===== config.mk =====
export PLATFORM = sky130hd
export DESIGN_NAME = mwc_exp_table
export DESIGN_NICKNAME = d
export VERILOG_FILES = /design/src/rtl/mwc_pkg.sv /design/src/rtl/mwc_exp_table.sv
export SDC_FILE = /design/constraint.sdc
export NUM_CORES = 1
export LEC_CHECK = 0
export CAP_MARGIN = 20
export CORE_MARGIN = 3
export CORE_UTILIZATION = 59
export CTS_CLUSTER_DIAMETER = 100
export CTS_CLUSTER_SIZE = 12
export DETAILED_ROUTE_END_ITERATION = 16
export HOLD_SLACK_MARGIN = 0.05
export PLACE_DENSITY = 0.89
export SYNTH_ARGS = -nofsm -noshare
export SYNTH_HDL_FRONTEND = slang
export SYNTH_SLANG_ARGS = --single-unit

===== constraint.sdc =====
create_clock -name clk -period 6.3 [get_ports clk]
set_clock_uncertainty 0.15 [all_clocks]
set_input_delay 1.26 -clock clk [delete_from_list [all_inputs] [get_ports clk]]
set_output_delay 1.26 -clock clk [all_outputs]
set_load 0.005 [all_outputs]

===== src/rtl/mwc_pkg.sv =====
// Shared types for the memory write checker: FSM states, fail codes, index-width helper.
// Latency: n/a (declarations only).
// Backpressure: n/a.
package mwc_pkg;

  typedef enum logic [1:0] {
    ST_IDLE = 2'd0,
    ST_RUN  = 2'd1,
    ST_PASS = 2'd2,
    ST_FAIL = 2'd3
  } state_t;

  localparam logic [2:0] FC_NONE       = 3'd0;
  localparam logic [2:0] FC_UNEXPECTED = 3'd1;
  localparam logic [2:0] FC_ORDER      = 3'd2;
  localparam logic [2:0] FC_DUP        = 3'd3;
  localparam logic [2:0] FC_TIMEOUT    = 3'd4;

  // Index width for an n-entry table; a single-entry table still gets one bit.
  function automatic int idx_width(input int n);
    return (n > 1) ? $clog2(n) : 1;
  endfunction

endpackage


===== src/rtl/mwc_exp_table.sv =====
// Expected-store register file with a write port and a parallel compare against one store.
// Latency: writes land on the next clock; compare outputs are combinational.
// Backpressure: none; writes with wr_idx >= NUM_EXP are silently dropped.
// Ports: wr_* load one entry; cmp_* is the store under test; matched is the consumed-entry
//   bitmap; hit flags every equal entry; free_hit/free_idx give the lowest unconsumed hit.
module mwc_exp_table
  import mwc_pkg::*;
#(
  parameter int  NUM_EXP = 4,
  parameter int  ADDR_W  = 32,
  parameter int  DATA_W  = 32,
  localparam int IDX_W   = idx_width(NUM_EXP)
) (
  input  logic               clk,
  input  logic               reset,
  input  logic               wr_en,
  input  logic [IDX_W-1:0]   wr_idx,
  input  logic [ADDR_W-1:0]  wr_addr,
  input  logic [DATA_W-1:0]  wr_data,
  input  logic [ADDR_W-1:0]  cmp_addr,
  input  logic [DATA_W-1:0]  cmp_data,
  input  logic [NUM_EXP-1:0] matched,
  output logic [NUM_EXP-1:0] hit,
  output logic               free_hit,
  output logic [IDX_W-1:0]   free_idx
);

  logic [ADDR_W-1:0] tbl_addr [NUM_EXP];
  logic [DATA_W-1:0] tbl_data [NUM_EXP];

  always_ff @(posedge clk or negedge reset) begin
    if (!reset) begin
      for (int i = 0; i < NUM_EXP; i++) begin
        tbl_addr[i] <= '0;
        tbl_data[i] <= '0;
      end
    end else if (wr_en) begin
      // Decoding only the real entries drops out-of-range indices for free.
      for (int i = 0; i < NUM_EXP; i++) begin
        if (wr_idx == IDX_W'(i)) begin
          tbl_addr[i] <= wr_addr;
          tbl_data[i] <= wr_data;
        end
      end
    end
  end

  always_comb begin
    hit      = '0;
    free_hit = 1'b0;
    free_idx = '0;
    for (int i = 0; i < NUM_EXP; i++) begin
      hit[i] = (tbl_addr[i] == cmp_addr) && (tbl_data[i] == cmp_data);
    end
    // Walk downwards so the lowest unconsumed hit is the one left standing.
    for (int i = NUM_EXP - 1; i >= 0; i--) begin
      if (hit[i] && !matched[i]) begin
        free_hit = 1'b1;
        free_idx = IDX_W'(i);
      end
    end
  end

endmodule


==> results of run 1 <==
-- worst max-delay path, cell delays in order --
cell and delay (ns):
clkdlybuf4s50_1 0.53, xor2_1 0.22, nor4_1 0.69, nand4_1 0.26, nor4_4 0.38, o211ai_1 0.15
a21oi_1 0.33, clkdlybuf4s50_1 0.59
-- power by group through the flow --
stage,Combinational (W),Sequential [W],Clock (W)
floorplan,0.000617,0.00215,0
global placement,0.000972,0.00217,0
detailed placement,0.000996,0.00220,0
CTS,0.00101,0.00217,0.00130
global route,0.00108,0.00221,0.00136
finish,0.00101,0.00218,0.00130
-- final cells by class --
class | count | area share [%]
clock buffers | 25 | 4.26
clock inverters | 2 | 0.119
inverters | 4 | 0.102
multi-input cells | 608 | 39.4
flip-flops and latches | 256 | 43.6
well taps | 270 | 2.30
repair buffers | 150 | 10.2
-- worst paths after layout --
kind / from / cells past startpoint / to / slack (ns)
setup / recovery: cmp_data[11] / 8 / free_idx[0] / 0.48
hold / removal: tbl_addr[107]$_DFFE_PN0P_ / 1 / tbl_addr[107]$_DFFE_PN0P_ / 0.38
setup reg to reg: tbl_addr[49]$_DFFE_PN0P_ / 1 / tbl_addr[49]$_DFFE_PN0P_ / 5.34
hold reg to reg: tbl_addr[107]$_DFFE_PN0P_ / 1 / tbl_addr[107]$_DFFE_PN0P_ / 0.38
max in group asynchronous: reset / 2 / tbl_addr[87]$_DFFE_PN0P_ / 4.05
min in group asynchronous: reset / 1 / tbl_addr[16]$_DFFE_PN0P_ / 0.59
-- logic make-up (layout without fill, tap and decap cells) --
logic type      after synthesis  in the layout  synth area share [%]
xor+xnor                    256            256                  18.2
simple gates                 92             92                  4.92
compound gates                4              4                 0.244
buf+inv                      31            181                  1.13
flops                       256            256                  52.1
mux                         256            256                  23.4
-- flip-flops by register name (all words and copies together) (netlist names) --
register	flops
tbl_addr	128
tbl_data	128
-- metal layers --
layer	vias up	global-route usage, %	routed length, microns
met4	2	10.6	1280
met5	-	0	8
li1	3448	-	-
met3	79	5.87	2750
met2	320	47.5	15600
met1	4080	40.6	13400
-- layout by cell type, fill, tap and decap left out --
cell type,netlist,routed
mux2_2,256,256
dfrtp_1,256,256
clkdlybuf4s50_1,0,142
xor2_1,128,128
xnor2_1,128,128
nand4_1,42,42
nor4_1,40,40
clkbuf_16,0,25
buf_4,0,6
inv_1,4,4
nor4_4,2,2
o2bb2ai_1,2,2
nand3b_1,2,2
inv_6,0,2
nand2_1,1,1
o211ai_1,1,1
nor2_1,1,1
a21oi_1,1,1
nor2b_2,1,1
or2_2,1,1
nand3_4,0,1
nor3b_2,0,1
buf_8,0,1
buf_12,0,1
-- per-stage QoR --
stage	cell area, sq um	utilization, %
floorplan	12300	-
global placement	14000	68.8
detailed placement	14000	68.8
CTS	14700	72.0
global route	14700	72.1
finish	14700	72.1
==> out/qor.yml, run 1 <==
critical_path:
  cp-start-kind: "input pin"
  cp_max_fo: 4
  cp_data_arrival_time_ns: 4.41
  critical_path_class: "input pin to output pin"
  end_kind: "output pin"
  cp.required_ns: 4.89
place:
  hpwl_mm: 23.6
  pre_cts_ws_ns: 0.545
  port_buffers: 143
  place_inst: 1287
  gp_congestion: 0.953
detailed_routing:
  wl_per_cell_microns: 25.1
  wirelength_mm: 33.0
  detail-route-antenna-nets: 0
  vias: 7929
  drt_iter0_drc: 675
  via_per_inst: 6.03
  drt_pass1_iterations: 4
  remaining_drc_errors: 0
timing:
  whs_ns: 0.377
  setup_viol: 0
  hold_viol: 0
  fmax_ghz: 0.172
  fin_tns_setup_ns: 0
  finalCriticalPeriod_ns: 5.82
  post-route-period-util_pct: 92.4
  final_max_slew_viol_count: 0
  slew_headroom_pct: 31.1
  tightest_slew_ns: 1.03
  worst_slack_ns: 0.477
  rsz0062_at_grt: "no"
power:
  power_frac_clock_pct: 28.9
  combinationalPowerShare_pct: 22.5
  leakage_nw: 5.96
  p_int_w: 0.00320
  p_total_w: 0.00449
  cellPowerDensity_nw_per_um2: 306
  ir_drop_v: 0.000198
  swShare_pct: 28.8
  power.switching_w: 0.00129
  seqPwrFrac_pct: 48.5
cells_and_area:
  fillers: 1361
  diodes: 0
  final_nets: 1182
  drive_above_1_share_pct: 28.4
  register_area_sq_um: 6410
  multiInputGateArea_sq_um: 5780
  fin_cells: 1315
  area_growth_pct: 19.3
yosys:
  ys_top_cells_by_count: "dfrtp_1, mux2_2, xnor2_1, xor2_1, nand4_1"
  ys.flop_type: "dfrtp_1"
  syn-instance-count: 895
  ys_async_sr_fraction_pct: 100
  synth_top_cell_area_share_pct: 52.1
  ys_seq_area_share_pct: 52.1
  synth.area.top_cells: "dfrtp_1, mux2_2, xnor2_1"
  synth_top_cell_by_area: "dfrtp_1"
  ys_warn_count: 0
  synth_edf_count: 0
  syn_area_per_cell_sq_um: 13.7
  ys_seq_elements: 256
  syn_nets: 1032
  synth.distinct_cells: 20
  synth_area_sq_um: 12300
hold_path:
  worstHoldPathType: "flip-flop to flip-flop"
global_route:
  grt_pass1_wl_mm: 49.9
  grt_usage_pct: 29.6
  grt_pass1_vias: 8387
  antenna_found_initial: 1
  grt_max_degree: 96
  grt_overflow_total: 0
cts:
  cts_root_buffer: "clkbuf_16"
  post_cts_buffers: 0
  path_clk_slew_ns: 0.06
  cts_resized: 0
  cts_tree: "done"
  clk_path_buf_depth: 3
  cts_hold_buf: 0
  clkSinkCount: 256
  cts_made_buffers: 25
  h-tree-depth: 1
  clk_latency_ns: 0.53
floorplanning:
  initial_utilization_pct: 60.4
  placementRows: 52
  die_x_microns: 150
  chipHeight_microns: 150
  core_region_area_sq_um: 20400
  die_area_sq_um: 22600
  io_pins: 144
flow_run:
  drv_cap: 0
run_status:
  status: "complete, no violations"
No activity file was read; power rests on OpenSTA's default activity.
==> run 2: changes to the inputs <==
ABC_CLOCK_PERIOD_IN_PS = 6300   (was default)
==> results of run 2 <==
Same layout as run 1: the final DEF is identical, and so are final timing and power.
